--- src/rtl/cpu_loader_if.sv ---
// Stream bundle between the host and the loader: command/data input and readback output.
// The host owns the master side; the loader owns the slave side.
interface cpu_loader_if;
  logic        s_valid;
  logic        s_ready;
  logic [31:0] s_data;
  logic        m_valid;
  logic        m_ready;
  logic [31:0] m_data;

  modport master (
    output s_valid, s_data, m_ready,
    input  s_ready, m_valid, m_data
  );

  modport slave (
    input  s_valid, s_data, m_ready,
    output s_ready, m_valid, m_data
  );
endinterface

--- src/rtl/cpu_loader.sv ---
// Host bridge: loads instruction/data memory from a command stream, runs the core for
// a counted number of cycles, and streams data memory back one word at a time.
module cpu_loader #(
  parameter int unsigned ADDR_STEP = 4,
  parameter int unsigned RD_LAT    = 1
) (
  input  logic         clk,
  input  logic         arst_n,
  cpu_loader_if.slave  bus,
  output logic         cpu_enable,
  output logic [31:0]  imem_addr,
  output logic         imem_wen,
  output logic         imem_ren,
  output logic [31:0]  imem_wdata,
  output logic [31:0]  dmem_addr,
  output logic         dmem_wen,
  output logic         dmem_ren,
  output logic [31:0]  dmem_wdata,
  input  logic [31:0]  dmem_rdata,
  output logic         busy
);

  localparam logic [2:0] IDLE     = 3'd0;
  localparam logic [2:0] LOAD     = 3'd1;
  localparam logic [2:0] RUN      = 3'd2;
  localparam logic [2:0] RD_ISSUE = 3'd3;
  localparam logic [2:0] RD_WAIT  = 3'd4;
  localparam logic [2:0] RD_OUT   = 3'd5;

  localparam logic [1:0] OP_LOAD_I = 2'b00;
  localparam logic [1:0] OP_LOAD_D = 2'b01;
  localparam logic [1:0] OP_RUN    = 2'b10;

  localparam int WAIT_W = (RD_LAT > 1) ? $clog2(RD_LAT) : 1;

  logic [2:0]        state;
  logic [2:0]        state_nxt;
  logic              to_dmem;
  logic [13:0]       base;
  logic [15:0]       cnt_n;
  logic [15:0]       idx;
  logic [15:0]       run_left;
  logic [WAIT_W-1:0] wait_left;
  logic              m_valid_q;
  logic [31:0]       m_data_q;

  logic [1:0]  hdr_op;
  logic [13:0] hdr_base;
  logic [15:0] hdr_n;
  logic        s_hs;
  logic        last;

  assign hdr_op   = bus.s_data[31:30];
  assign hdr_base = bus.s_data[29:16];
  assign hdr_n    = bus.s_data[15:0];
  assign s_hs     = bus.s_valid & bus.s_ready;
  assign last     = (idx == cnt_n - 16'd1);

  // Ready is held low while reset is applied so no word is taken during the reset cycle.
  assign bus.s_ready = arst_n & ((state == IDLE) | (state == LOAD));
  assign bus.m_valid = m_valid_q;
  assign bus.m_data  = m_data_q;
  assign imem_ren    = 1'b0;

  // base+k is formed in 17 bits, then scaled; the product wraps modulo 2^32.
  function automatic logic [31:0] word_addr(input logic [13:0] b, input logic [15:0] k);
    logic [16:0] sum;
    sum = {3'b000, b} + {1'b0, k};
    return {15'd0, sum} * 32'(ADDR_STEP);
  endfunction

  always_comb begin
    state_nxt = state;
    case (state)
      IDLE:
        if (s_hs && hdr_n != 16'd0) begin
          case (hdr_op)
            OP_LOAD_I, OP_LOAD_D: state_nxt = LOAD;
            OP_RUN:               state_nxt = RUN;
            default:              state_nxt = RD_ISSUE;
          endcase
        end
      LOAD:     if (s_hs && last) state_nxt = IDLE;
      RUN:      if (run_left == 16'd0) state_nxt = IDLE;
      RD_ISSUE: state_nxt = RD_WAIT;
      RD_WAIT:  if (wait_left == '0) state_nxt = RD_OUT;
      RD_OUT:   if (bus.m_ready) state_nxt = last ? IDLE : RD_ISSUE;
      default:  state_nxt = IDLE;
    endcase
  end

  always_ff @(posedge clk) begin
    if (!arst_n) begin
      state      <= IDLE;
      busy       <= 1'b0;
      to_dmem    <= 1'b0;
      base       <= '0;
      cnt_n      <= '0;
      idx        <= '0;
      run_left   <= '0;
      wait_left  <= '0;
      m_valid_q  <= 1'b0;
      m_data_q   <= '0;
      cpu_enable <= 1'b0;
      imem_addr  <= '0;
      imem_wen   <= 1'b0;
      imem_wdata <= '0;
      dmem_addr  <= '0;
      dmem_wen   <= 1'b0;
      dmem_ren   <= 1'b0;
      dmem_wdata <= '0;
    end else begin
      state    <= state_nxt;
      busy     <= (state_nxt != IDLE);
      imem_wen <= 1'b0;
      dmem_wen <= 1'b0;
      dmem_ren <= 1'b0;
      case (state)
        IDLE:
          if (s_hs) begin
            base    <= hdr_base;
            cnt_n   <= hdr_n;
            idx     <= '0;
            to_dmem <= (hdr_op == OP_LOAD_D);
            if (hdr_n != 16'd0) begin
              if (hdr_op == OP_RUN) begin
                cpu_enable <= 1'b1;
                run_left   <= hdr_n - 16'd1;
              end else if (hdr_op != OP_LOAD_I && hdr_op != OP_LOAD_D) begin
                dmem_ren  <= 1'b1;
                dmem_addr <= word_addr(hdr_base, 16'd0);
              end
            end
          end
        LOAD:
          if (s_hs) begin
            idx <= idx + 16'd1;
            if (to_dmem) begin
              dmem_wen   <= 1'b1;
              dmem_addr  <= word_addr(base, idx);
              dmem_wdata <= bus.s_data;
            end else begin
              imem_wen   <= 1'b1;
              imem_addr  <= word_addr(base, idx);
              imem_wdata <= bus.s_data;
            end
          end
        RUN:
          if (run_left == 16'd0) cpu_enable <= 1'b0;
          else                   run_left   <= run_left - 16'd1;
        RD_ISSUE:
          wait_left <= WAIT_W'(RD_LAT - 1);
        RD_WAIT:
          if (wait_left == '0) begin
            m_data_q  <= dmem_rdata;
            m_valid_q <= 1'b1;
          end else begin
            wait_left <= wait_left - 1'b1;
          end
        RD_OUT:
          if (bus.m_ready) begin
            m_valid_q <= 1'b0;
            if (!last) begin
              idx       <= idx + 16'd1;
              dmem_ren  <= 1'b1;
              dmem_addr <= word_addr(base, idx + 16'd1);
            end
          end
        default: ;
      endcase
    end
  end

endmodule

--- src/flat_wrapper.sv ---
// flat-port wrapper written by rule: the top's interface ports become plain ports
module cpu_loader_flat 
#(
  parameter int unsigned ADDR_STEP = 4,
  parameter int unsigned RD_LAT    = 1
)
  (clk, arst_n, cpu_enable, imem_addr, imem_wen, imem_ren, imem_wdata, dmem_addr, dmem_wen, dmem_ren, dmem_wdata, dmem_rdata, busy, bus_s_valid, bus_s_data, bus_m_ready, bus_s_ready, bus_m_valid, bus_m_data);
  cpu_loader_if bus_i ();
  input  logic clk;
  input  logic arst_n;
  output logic cpu_enable;
  output logic [31:0] imem_addr;
  output logic imem_wen;
  output logic imem_ren;
  output logic [31:0] imem_wdata;
  output logic [31:0] dmem_addr;
  output logic dmem_wen;
  output logic dmem_ren;
  output logic [31:0] dmem_wdata;
  input  logic [31:0] dmem_rdata;
  output logic busy;
  input wire logic [$bits(bus_i.s_valid)-1:0] bus_s_valid;
  input wire logic [$bits(bus_i.s_data)-1:0] bus_s_data;
  input wire logic [$bits(bus_i.m_ready)-1:0] bus_m_ready;
  output wire logic [$bits(bus_i.s_ready)-1:0] bus_s_ready;
  output wire logic [$bits(bus_i.m_valid)-1:0] bus_m_valid;
  output wire logic [$bits(bus_i.m_data)-1:0] bus_m_data;
  assign bus_i.s_valid = bus_s_valid;
  assign bus_i.s_data = bus_s_data;
  assign bus_i.m_ready = bus_m_ready;
  assign bus_s_ready = bus_i.s_ready;
  assign bus_m_valid = bus_i.m_valid;
  assign bus_m_data = bus_i.m_data;
  cpu_loader #(.ADDR_STEP(ADDR_STEP), .RD_LAT(RD_LAT)) u_core (.clk(clk), .arst_n(arst_n), .bus(bus_i), .cpu_enable(cpu_enable), .imem_addr(imem_addr), .imem_wen(imem_wen), .imem_ren(imem_ren), .imem_wdata(imem_wdata), .dmem_addr(dmem_addr), .dmem_wen(dmem_wen), .dmem_ren(dmem_ren), .dmem_wdata(dmem_wdata), .dmem_rdata(dmem_rdata), .busy(busy));
endmodule
--- config.mk ---
export PLATFORM = sky130hd
export DESIGN_NAME = cpu_loader_flat
export DESIGN_NICKNAME = d
export VERILOG_FILES = /design/src/rtl/cpu_loader_if.sv /design/src/rtl/cpu_loader.sv /design/src/flat_wrapper.sv
export SDC_FILE = /design/constraint.sdc
export NUM_CORES = 1
export LEC_CHECK = 0
export ABC_AREA = 0
export ABC_CLOCK_PERIOD_IN_PS = 4800
export BUFFER_PORTS_ARGS = -buffer_cell sky130_fd_sc_hd__buf_4
export CORE_AREA = 3 3 158 160
export CTS_BUF_LIST = sky130_fd_sc_hd__clkbuf_16
export CTS_CLUSTER_SIZE = 8
export DETAILED_ROUTE_END_ITERATION = 6
export DIE_AREA = 0 0 161 163
export PLACE_DENSITY = 0.68
export SLEW_MARGIN = 20
export SYNTH_ARGS = -nofsm -noshare
export SYNTH_HDL_FRONTEND = slang
export SYNTH_SLANG_ARGS = --single-unit
--- constraint.sdc ---
create_clock -name clk -period 4.8 [get_ports clk]
set_clock_uncertainty 0.05 [all_clocks]
set_input_delay 0.96 -clock clk [delete_from_list [all_inputs] [get_ports clk]]
set_output_delay 0.96 -clock clk [all_outputs]
set_load 0.02 [all_outputs]
* Word-level counts from Yosys, hierarchy flattened
Index checks and enable logic that the tools add are counted.
Storage, ports and cells: logic and storage cells 121, output and inout bits 168, register bits 218
Cells by class: mux-type cells 46, $add $sub $neg 7, reduce and logical (&&, ||, !) cells 24, bitwise operators 5, eq/ne operators 21
Operator list (number):
- $mux W32 | 8
- $mux W16 | 8
- $pmux W32 S3 | 1
- $pmux W16 S3 | 1
- $sub A16 B1 Y16 const B | 3
- $add A14 B16 Y17 | 2
- $pmux W16 S2 | 1
- $pmux W3 S6 | 1
- $add A16 B1 Y16 const B | 1
- $eq A16 B16 Y1 | 1
- $logic_not A16 Y1 | 1
- $ne A2 B2 Y1 const B | 8
- $reduce_bool A16 Y1 | 1
- $mux W1 | 15
- $mux W3 | 5
- $reduce_and A5 Y1 | 3
- $reduce_and A3 Y1 | 4
- $ne A2 B1 Y1 const B | 5
- $reduce_and A9 Y1 | 1
- $pmux W1 S2 | 4
- $reduce_bool A2 Y1 | 4
- $eq A3 B2 Y1 const B | 2
- $eq A3 B3 Y1 const B | 2
- $reduce_bool A3 Y1 | 2
- other kinds (14) | 19

* Logic depth before layout (Yosys ltp)
Gate-level depths: netlist (run 1).
depth after elaboration 8, gate-level depth with buffers 15, mapped depth without buffers 14

* Worst setup path after synthesis (run 1)
Ideal clock, no wire load.
kind register to register, start register u_core.idx[0], end register u_core.dmem_addr[16], period minus slack after synthesis 3.307 ns, stages on the path, launching flop included 16, setup slack 1.493 ns, arrival 3.133 ns, data required time 4.626 ns, setup time 0.124 ns, path through dfxtp_1 -> ha_1 -> and3_1 -> and3_1 -> clkbuf_1 -> and3_1 -> xor2_1 -> ha_1 -> a21o_1 -> a31oi_1 -> o21ai_0 -> a211o_1 -> a21o_1 -> xnor2_1 -> a22oi_1 -> a21oi_1
On the way: word-level cells in the longest chain between the ends 5, elaborated cells on any way between the ends 11, those cells by class add/sub: 3; eq/ne: 2; mux: 5; reduce/logical: 1
Ends and longest elaborated chain:
- start, declared | RTL line cpu_loader.sv:41 | logic [15:0] idx;
- start signal, assigned | RTL line cpu_loader.sv:137 | idx <= idx + 16'd1;
- start signal, assigned | RTL line cpu_loader.sv:164 | idx <= idx + 16'd1;
- $add A16 B1 Y16 | RTL line cpu_loader.sv:166 | dmem_addr <= word_addr(base, idx + 16'd1);
- $add A14 B16 Y17 | RTL line cpu_loader.sv:68 | sum = {3'b000, b} + {1'b0, k};
- $mux W32 | RTL line cpu_loader.sv:163 | if (!last) begin
- $mux W32 | RTL line cpu_loader.sv:161 | if (bus.m_ready) begin
- $pmux W32 S3 | RTL line cpu_loader.sv:118 | case (state)
- end signal, assigned | RTL line cpu_loader.sv:131 | dmem_addr <= word_addr(hdr_base, 16'd0);
- end signal, assigned | RTL line cpu_loader.sv:140 | dmem_addr <= word_addr(base, idx);
- end signal, assigned | RTL line cpu_loader.sv:166
- end, declared | RTL line cpu_loader.sv:15 | output logic [31:0] dmem_addr,
Parallel ways exist; a longest one is shown, timed or not. The select of a mux whose other input is x is not followed. A chain may end at the register's enable or synchronous reset.

* Worst setup path in the final report (run 1)
Same ends and word-level chain as after synthesis.

==> results of run 1 <==
==> layout make-up <==
| type | instances | area [µm²] | area share [%] |
|---|---|---|---|
| Tap cell | 319 | 399 | 3.08 |
| Clock inverter | 3 | 20.0 | 0.155 |
| Inverter | 24 | 92.6 | 0.715 |
| Clock buffer | 29 | 726 | 5.60 |
| Sequential cell | 202 | 4040 | 31.2 |
| Timing Repair Buffer | 220 | 1650 | 12.8 |
| Multi-Input combinational cell | 1050 | 6020 | 46.5 |
==> cells by family (layout without fill, tap and decap cells) <==
family,count (synthesis),count (layout)
adder cells (fa/ha/maj),33,33
AND/OR/NAND/NOR,540,540
buffers and inverters,149,276
flip-flops,202,202
AO/OA/AOI/OAI,364,364
multiplexers,25,25
other,1,31
XOR/XNOR,57,57
==> power groups by stage <==
stage | logic (mW) | registers (mW) | clock network [mW]
after floorplan | 0.328 | 1.80 | 0
after global placement | 0.498 | 1.79 | 0
after detailed placement | 0.502 | 1.79 | 0
after CTS | 0.504 | 1.76 | 1.80
after global routing | 0.553 | 1.77 | 1.86
final | 0.508 | 1.76 | 1.77
==> flip-flops by register name, indices dropped and copies added, names as in the netlist <==
name / count
u_core.base: 14
u_core.to_dmem: 1
u_core.busy: 1
u_core.dmem_wdata: 32
u_core.imem_wen: 1
u_core.bus.m_data: 32
u_core.idx: 16
u_core.imem_wdata: 32
u_core.cnt_n: 16
u_core.dmem_wen: 1
u_core.dmem_ren: 1
u_core.imem_addr: 17
u_core.run_left: 16
u_core.state: 3
u_core.cpu_enable: 1
u_core.bus.m_valid: 1
u_core.dmem_addr: 17
==> worst reg2reg max path, stage by stage (launching register included) <==
cell and delay, ns:
dfxtp_1 0.47, ha_1 0.29, and3_1 0.24, and3_1 0.29, and3_1 0.29, xor2_1 0.18, ha_1 0.29, a21o_1 0.17
a31oi_1 0.22, o21ai_0 0.17, a211o_1 0.29, a21o_1 0.20, xnor2_1 0.12, a22oi_1 0.17, a21oi_1 0.08
==> cell usage in the layout (no fill, tap or decap), drive strengths merged, types with 9 or more instances in the layout <==
cell    Yosys  final
ha         31     31
nand2     345    345
xor2       22     22
a21oi     175    175
or3        10     10
and3       13     13
clkbuf     78     29
inv        23     25
a211oi     14     14
nor2       61     61
xnor2      35     35
nor3       35     35
o31ai       9      9
a31oi      12     12
o21a       13     13
buf        47    220
conb        1     31
a21o        9      9
o41ai       9      9
nand3      22     22
o21ai      43     43
mux2i      23     23
dfxtp     202    202
==> through the flow <==
step                instance area (µm²)  worst slack, ns  std cells  util, %
floorplan                         10800             1.49       1401        -
global placement                  12200             1.22       1815     51.8
detailed placement                12200             1.15       1815     51.8
CTS                               13000             1.19       1847     55.0
global route                      13000            0.903       1847     55.0
finish                            13000             1.16       1847     55.0
==> metal layers <==
metal | vias up | part of all wire, % | global-route usage (%)
met3 | 54 | 8.5 | 6.59
li1 | 5006 | - | -
met5 | - | 0 | 0
met1 | 4900 | 43 | 34.7
met4 | 0 | 2.2 | 6.73
met2 | 364 | 46 | 41.3
==> path summary, 6_finish.rpt <==
path | startpoint | end | slack [ns] | depth (start not counted)
setup reg to reg | u_core.idx[0]$_SDFFE_PN0P_ | u_core.dmem_addr[16]$_SDFFE_PN0P_ | 1.16 | 14
hold / removal | u_core.dmem_wdata[9]$_SDFFE_PN0P_ | u_core.dmem_wdata[9]$_SDFFE_PN0P_ | 0.40 | 2
setup / recovery | u_core.idx[0]$_SDFFE_PN0P_ | u_core.dmem_addr[16]$_SDFFE_PN0P_ | 1.16 | 14
hold reg to reg | u_core.dmem_wdata[9]$_SDFFE_PN0P_ | u_core.dmem_wdata[9]$_SDFFE_PN0P_ | 0.40 | 2
==> results.yml, run 1 <==
timing:
  holdWs_ns: 0.401
  min_period_ns: 3.64
  slew_viol_final: 0
  final.setup.tns_ns: 0
  fin_crit_sh_pct: 75.7
  maxSlewHeadroom_pct: 35.9
  hold_viol_final: 0
  worstMarginPinSlew_ns: 0.961
  setup_viol: 0
  rsz0062_at_grt: "false"
  fmax_mhz: 275
outcome:
  outcome: "complete, no violations"
critical_path:
  path_max_fanout: 8
  crit_slowest_cell: "dfxtp_1"
  required_ns: 5.17
  startpoint_type: "flop"
  crit_path_max_incr_delay_ns: 0.47
  cp-end-kind: "flop"
  crit_family: "compound AO/OA/AOI/OAI gates"
  cp_data_arrival_time_ns: 4.01
  timing.critical_path.mode_cell: "and3_1"
  path_class: "reg -> reg"
  crit_buf_inv: 0
  path_cells: "ha_1 -> and3_1 -> and3_1 -> and3_1 -> xor2_1 -> ha_1 -> a21o_1 -> a31oi_1 -> o21ai_0 -> a211o_1 -> a21o_1 -> xnor2_1 -> a22oi_1 -> a21oi_1"
cts:
  cts_num_sinks: 202
  hold_buffers: 0
  tritoncts.num_buffers: 29
  htreeDepth: 1
  cts_buffer_depth: 3
  cts_tree: "built"
  cts_resized: 0
  clkTransAtPathRegs_ns: 0.06
  clock_latency_ns: 0.53
  post_cts_buffers: 0
  clock-root-buffer: "clkbuf_16"
finish:
  final_nets: 1628
  syn_to_final_growth_pct: 21.7
  drive_gt1_share_pct: 18.7
  fill_cells: 2270
  diodes: 0
pwr:
  power_frac_clock_pct: 43.8
  power_leakage_nw: 5.20
  powerDensity_nw_per_um2: 312
  internal-power_mw: 2.96
  swShare_pct: 26.8
  power_frac_comb_pct: 12.6
  ir_drop_uv: 253
  seq_power_share_pct: 43.6
  total_power_mw: 4.04
  p_switching_mw: 1.08
logic_synthesis:
  synth_area_leader_cell: "dfxtp_1"
  yosys_warnings: 0
  ys_seq_elements: 202
  async_flop_share_pct: 0
  avgSynthCellArea_um2: 7.76
  synth.area.top_cells: "dfxtp_1 (38%), nand2_1 (12%), a21oi_1 (8.2%)"
  synthSimpleGateAreaFrac_pct: 22.3
  ys.flop_type: "dfxtp_1"
  synth_common_cells: "nand2_1 (344), dfxtp_1 (202), a21oi_1 (174), clkbuf_1 (78), nor2_1 (60)"
  synthMuxAreaShare_pct: 2.37
  syn_area_um2: 10600
  synth_top_family_by_area: "simple AND/OR/NAND/NOR gates"
  synth_cell_types: 82
  synth-xor-area-share_pct: 4.69
  yosysMostFrequentCell: "nand2_1"
  synth_edf_count: 0
  yosys.area_share.adder_pct: 4.02
  yosysSeqAreaShare_pct: 38.0
  netlist_instances: 1371
  synth_top_area_share_pct: 38.0
  synth_compound_area_share_pct: 21.9
route:
  viasPerCell: 5.59
  drc_errors: 0
  drt_iter0_drc: 781
  drtAntennaViolNets: 0
  wl_um: 35200
  dr.pass1.iters: 5
  vias: 10300
  wl_per_cell_um: 19.1
grt:
  grt_pass1_vias: 9773
  grt_pass1_wl_um: 54300
  grt.total_usage_pct: 25.8
  grt_overflow: 0
  grt_max_degree: 86
  antenna_found_initial: 0
hold_path:
  hp-class: "reg -> reg"
floorplanning:
  start_util_pct: 45.2
  die_w_um: 161
  die_h_um: 163
  core_um2: 23500
  num_rows: 56
  io_pins: 236
  fp.dieArea_um2: 26200
placed_design:
  numPortBuffers: 204
  place_congestion: 0.907
  dp_hpwl_um: 25600
run:
  max_cap_violations: 0
Power figures use the tool's default switching activity.
==> run 2, diff against run 1 <==
--- a/config.mk
+++ b/config.mk
@@ -6,7 +6,7 @@
 export NUM_CORES = 1
 export LEC_CHECK = 0
 export ABC_AREA = 0
-export ABC_CLOCK_PERIOD_IN_PS = 4800
+export ABC_CLOCK_PERIOD_IN_PS = 3600
 export BUFFER_PORTS_ARGS = -buffer_cell sky130_fd_sc_hd__buf_4
 export CORE_AREA = 3 3 158 160
 export CTS_BUF_LIST = sky130_fd_sc_hd__clkbuf_16
==> constraint.sdc (replaced) <==
create_clock -name clk -period 3.6 [get_ports clk]
set_clock_uncertainty 0.05 [all_clocks]
set_input_delay 0.72 -clock clk [delete_from_list [all_inputs] [get_ports clk]]
set_output_delay 0.72 -clock clk [all_outputs]
set_load 0.02 [all_outputs]
==> run 2 against run 1 <==
Compared with the run above:
- combinational power increased by 36%
- core utilization rose by 0.75 points
- power up 34%
- sequential power rose by 33%
- final cell count rose by 1.0%
- critical path depth unchanged
- setup slack worse by 0.90 ns
- count of clock-buffer cells in the layout stayed put
- via count up 1.0%
- die area stayed put
- critical endpoint unchanged
- largest power group unchanged
==> results.yml, run 2 (same netlist as run 1, synthesis figures left out) <==
outcome:
  outcome: "complete, no violations"
pwr:
  p_switching_mw: 1.43
  seq_power_share_pct: 43.4
  swShare_pct: 26.6
  ir_drop_uv: 363
  power_frac_clock_pct: 43.7
  internal-power_mw: 3.96
  power_frac_comb_pct: 12.8
  power_leakage_nw: 5.31
  powerDensity_nw_per_um2: 411
cts:
  clock_latency_ns: 0.55
  clock-root-buffer: "clkbuf_16"
  cts_num_sinks: 202
  htreeDepth: 1
  cts_buffer_depth: 3
  cts_tree: "built"
  tritoncts.num_buffers: 29
  clkTransAtPathRegs_ns: 0.05
critical_path:
  r2r_end: "u_core.dmem_addr[16]$_SDFFE_PN0P_"
  reg2reg_from: "u_core.idx[0]$_SDFFE_PN0P_"
  cp-end-kind: "flop"
  path_class: "reg -> reg"
  r2r_slack_ns: 0.27
  ff2ff_path_depth: 14
  startpoint_type: "flop"
  required_ns: 3.97
  cp_data_arrival_time_ns: 3.70
  path_max_fanout: 8
route:
  highest_layer: "met4"
  vias: 10400
  drtAntennaViolNets: 0
  dr.pass1.iters: 7
  wirelength_met1_um: 14900
  met3WireLength_um: 3220
  wl_um: 35000
  viasPerCell: 5.59
  wl_per_cell_um: 18.8
  drc_errors: 0
  dr_wl_met2_um: 16100
  drt_iter0_drc: 811
floorplanning:
  start_util_pct: 45.2
  die_h_um: 163
  io_pins: 236
  fp.dieArea_um2: 26200
  die_w_um: 161
  num_rows: 56
  core_um2: 23500
finish:
  drive_gt1_share_pct: 19.7
  diodes: 0
  final_nets: 1645
  syn_to_final_growth_pct: 23.3
  fill_cells: 2223
  final_cell_mix: "nand2_1 (344), buf_4 (235), dfxtp_1 (200)"
  mostFrequentLayoutCell: "nand2_1"
run:
  max_cap_violations: 0
timing:
  hold_viol_final: 0
  maxSlewHeadroom_pct: 42.0
  fmax_mhz: 300
  rsz0062_at_grt: "false"
  holdWs_ns: 0.374
  min_period_ns: 3.33
  slew_viol_final: 0
  final.setup.tns_ns: 0
  setup_viol: 0
  fin_crit_sh_pct: 92.6
  worstMarginPinSlew_ns: 0.869
placed_design:
  place_congestion: 0.934
  numPortBuffers: 204
  dp_hpwl_um: 25200
grt:
  grt_pass1_vias: 9932
  grt_max_degree: 173
  grt.total_usage_pct: 25.5
  grt_pass1_wl_um: 54200
  grt_overflow: 0
  antenna_found_initial: 0
hold_path:
  whs_endpoint: "u_core.bus.m_data[0]$_SDFFE_PN0P_"
  holdPathStages: 3
  worstHoldStart: "dmem_rdata[0]"
  hp-class: "in -> reg"
## run 2: metrics by stage
step / setup WS (ns) / cells / power, mW / cell area [µm²] / utilization [%]
after floorplan: 0.293 / 1401 / 2.83 / 10800 / -
after global placement: 0.270 / 1832 / 3.06 / 12400 / 52.5
after detailed placement: 0.185 / 1832 / 3.07 / 12400 / 52.5
after CTS: 0.162 / 1866 / 5.44 / 13100 / 55.7
after global routing: 0.0422 / 1866 / 5.61 / 13100 / 55.8
final: 0.268 / 1866 / 5.40 / 13100 / 55.8
## run 2: worst max path at each step
stage                                        endpoint                  startpoint  cells after the start
finish              u_core.dmem_addr[16]$_SDFFE_PN0P_  u_core.idx[0]$_SDFFE_PN0P_                     14
global placement    u_core.dmem_addr[16]$_SDFFE_PN0P_  u_core.idx[0]$_SDFFE_PN0P_                     14
CTS                 u_core.dmem_addr[16]$_SDFFE_PN0P_  u_core.idx[0]$_SDFFE_PN0P_                     14
detailed placement  u_core.dmem_addr[16]$_SDFFE_PN0P_  u_core.idx[0]$_SDFFE_PN0P_                     14
floorplan           u_core.dmem_addr[16]$_SDFFE_PN0P_  u_core.idx[0]$_SDFFE_PN0P_                     15
global route        u_core.dmem_addr[16]$_SDFFE_PN0P_  u_core.idx[0]$_SDFFE_PN0P_                     14
## run 2: critical path, stage by stage (launching register included)
cell	delay, ns
dfxtp_2	0.36
ha_1	0.22
and3_1	0.21
and3_1	0.21
and3_1	0.24
xor2_1	0.16
ha_1	0.36
a21o_1	0.19
a31oi_2	0.19
o21ai_0	0.15
a211o_1	0.29
a21o_1	0.20
xnor2_1	0.12
a22oi_1	0.18
a21oi_1	0.09
## run 2: power groups by stage
stage | sequential (mW) | clock (mW) | combinational (mW)
after floorplan | 2.40 | 0 | 0.438
after global placement | 2.39 | 0 | 0.677
after detailed placement | 2.39 | 0 | 0.684
after CTS | 2.34 | 2.41 | 0.687
after global routing | 2.35 | 2.51 | 0.755
final | 2.34 | 2.36 | 0.693
## run 2: timing repair
action,CTS,global route
hold buffers,0,0
gates resized for setup,0,3
setup buffers,0,0
endpoints found under the setup margin,0,3
## run 2: area by class of cell
| cell class | count | area [µm²] | share of cell area, % |
|---|---|---|---|
| multi-input combinational | 1050 | 6020 | 45.9 |
| sequential | 202 | 4050 | 30.8 |
| timing repair buffer | 237 | 1800 | 13.7 |
| clock buffer | 29 | 726 | 5.53 |
| tap | 319 | 399 | 3.04 |
| inverter | 24 | 92.6 | 0.705 |
| clock inverter | 5 | 35.0 | 0.267 |
## run 2: routing by layer
layer  vias up  GRT usage (%)
met5         -              0
li1       5047              -
met3        59           6.99
met1      4910           34.0
met4         0           6.84
met2       416           41.0
==> run 3, diff against run 2 <==
--- a/config.mk
+++ b/config.mk
@@ -8,12 +8,12 @@
 export ABC_AREA = 0
 export ABC_CLOCK_PERIOD_IN_PS = 3600
 export BUFFER_PORTS_ARGS = -buffer_cell sky130_fd_sc_hd__buf_4
-export CORE_AREA = 3 3 158 160
+export CORE_AREA = 3 3 167 152
 export CTS_BUF_LIST = sky130_fd_sc_hd__clkbuf_16
 export CTS_CLUSTER_SIZE = 8
 export DETAILED_ROUTE_END_ITERATION = 6
-export DIE_AREA = 0 0 161 163
-export PLACE_DENSITY = 0.68
+export DIE_AREA = 0 0 170 155
+export PLACE_DENSITY = 0.77
 export SLEW_MARGIN = 20
 export SYNTH_ARGS = -nofsm -noshare
 export SYNTH_HDL_FRONTEND = slang
==> run 3 against run 2 <==
Compared with the run above:
- die area is 0.41% higher
- critical endpoint is now u_core.dmem_addr[13]$_SDFFE_PN0P_
- core utilization is 0.54 points lower
- sequential share of layout area is 0.19 points higher
- power is 0.57% lower
- routed wire length is 1.5% lower
- combinational power hardly changed
- first-iteration DRC count is 39% higher
- setup slack worse by 0.068 ns
- count of clock-buffer cells in the layout stayed put
==> results.yml, run 3 (same netlist as run 1, synthesis figures left out) <==
floorplanning:
  core_um2: 23600
  io_pins: 236
  num_rows: 53
  die_h_um: 155
  start_util_pct: 45.1
  fp.dieArea_um2: 26400
  die_w_um: 170
timing:
  final.setup.tns_ns: 0
  slew_viol_final: 0
  rsz0062_at_grt: "false"
  fin_crit_sh_pct: 94.4
  fmax_mhz: 294
  hold_viol_final: 0
  setup_viol: 0
  min_period_ns: 3.40
  fin_ws_ns: 0.200
  maxSlewHeadroom_pct: 46.5
  worstMarginPinSlew_ns: 0.801
critical_path:
  cp-end-kind: "flop"
  required_ns: 3.93
  path_cells: "buf_4 -> and3_1 -> and3_1 -> nand3_1 -> xnor2_1 -> ha_1 -> nand4_1 -> o21ai_0 -> nand2_1 -> nor3b_1 -> a221oi_1 -> a211oi_2"
  crit_slowest_cell: "ha_1"
  crit_path_max_incr_delay_ns: 0.39
  crit_buf_inv: 1
  startpoint_type: "flop"
  path_max_fanout: 7
  timing.critical_path.mode_cell: "and3_1"
  cp_data_arrival_time_ns: 3.73
  path_class: "reg -> reg"
  crit_family: "simple AND/OR/NAND/NOR gates"
route:
  highest_layer: "met4"
  drc_errors: 0
  wirelength_met1_um: 14000
  viasPerCell: 5.72
  met3WireLength_um: 3330
  dr.pass1.iters: 6
  wl_per_cell_um: 18.7
  dr_wl_met2_um: 15800
  vias: 10500
  wl_um: 34500
  drt_iter0_drc: 1125
  drtAntennaViolNets: 0
grt:
  grt_pass1_vias: 9859
  antenna_found_initial: 0
  grt.total_usage_pct: 24.9
  grt_overflow: 0
  grt_pass1_wl_um: 53500
  grt_max_degree: 173
cts:
  clkTransAtPathRegs_ns: 0.05
  cts_tree: "built"
  cts_num_sinks: 202
  clock-root-buffer: "clkbuf_16"
  post_cts_buffers: 0
  htreeDepth: 1
  clock_latency_ns: 0.53
  cts_buffer_depth: 3
  tritoncts.num_buffers: 29
pwr:
  power_leakage_nw: 5.26
  ir_drop_uv: 292
  powerDensity_nw_per_um2: 412
finish:
  fill_cells: 2214
  diodes: 0
  mostFrequentLayoutCell: "nand2_1"
  multi_input_area_um2: 6030
  regArea_um2: 4040
  final_nets: 1638
  drive_gt1_share_pct: 19.4
  syn_to_final_growth_pct: 22.5
  final_cell_mix: "nand2_1 (344), buf_4 (228), dfxtp_1 (202)"
hold_path:
  hp-class: "in -> reg"
run:
  max_cap_violations: 0
placed_design:
  place_congestion: 0.909
  dp_worst_setup_slack_ns: 0.163
  numPortBuffers: 204
  dp_hpwl_um: 24800
outcome:
  outcome: "complete, no violations"
run 3: path summary, 6_finish.rpt:
check / start / endpoint / slack (ns) / cells past startpoint
hold / removal: dmem_rdata[26] / u_core.bus.m_data[26]$_SDFFE_PN0P_ / 0.38 / 3
setup reg to reg: u_core.idx[0]$_SDFFE_PN0P_ / u_core.dmem_addr[13]$_SDFFE_PN0P_ / 0.20 / 12
setup / recovery: u_core.idx[0]$_SDFFE_PN0P_ / u_core.dmem_addr[13]$_SDFFE_PN0P_ / 0.20 / 12
hold reg to reg: u_core.bus.m_data[13]$_SDFFE_PN0P_ / u_core.bus.m_data[13]$_SDFFE_PN0P_ / 0.40 / 2
run 3: tightest hold or removal path, cell delays in order:
cell and delay, ns:
buf_4 0.11, nand2_1 0.04, a21oi_1 0.05
run 3: area by class of cell:
cell class              instances  share of cell area (%)
inverters                      24                   0.710
well taps                     302                    2.90
flip-flops and latches        202                    31.0
repair buffers                230                    13.4
multi-input cells            1050                    46.2
clock buffers                  29                    5.57
clock inverters                 2                   0.134
run 3: what timing repair did:
| item | in CTS | in global routing |
|---|---|---|
| hold buffers | 0 | 0 |
| endpoints found under the hold margin | 0 | 0 |
| setup endpoints to repair | 0 | 1 |
| gates resized for setup | 0 | 3 |
run 3: routing by layer:
layer	track usage, %	vias up
li1	-	5027
met1	33.3	4850
met2	39.8	532
met3	5.01	103
met4	9.50	0
met5	0	-
run 3: where the power goes:
| group | switching (mW) | internal (mW) | leakage [nW] | total (mW) |
|---|---|---|---|---|
| clock | 0.928 | 1.40 | 0.366 | 2.33 |
| sequential | 0.0512 | 2.29 | 1.63 | 2.34 |
| combinational | 0.435 | 0.257 | 3.26 | 0.692 |
run 3: stage by stage:
stage	area, µm²	cells	total power [mW]	hold slack [ns]	util, %
6_report	13000	1839	5.37	0.384	55.2
5_1_grt	13000	1839	5.55	0.380	55.2
4_1_cts	13000	1839	5.39	0.376	55.2
3_5_place_dp	12300	1808	3.07	0.397	52.0
3_3_place_gp	12300	1808	3.05	0.393	52.0
2_1_floorplan	10800	1401	2.83	0.391	-
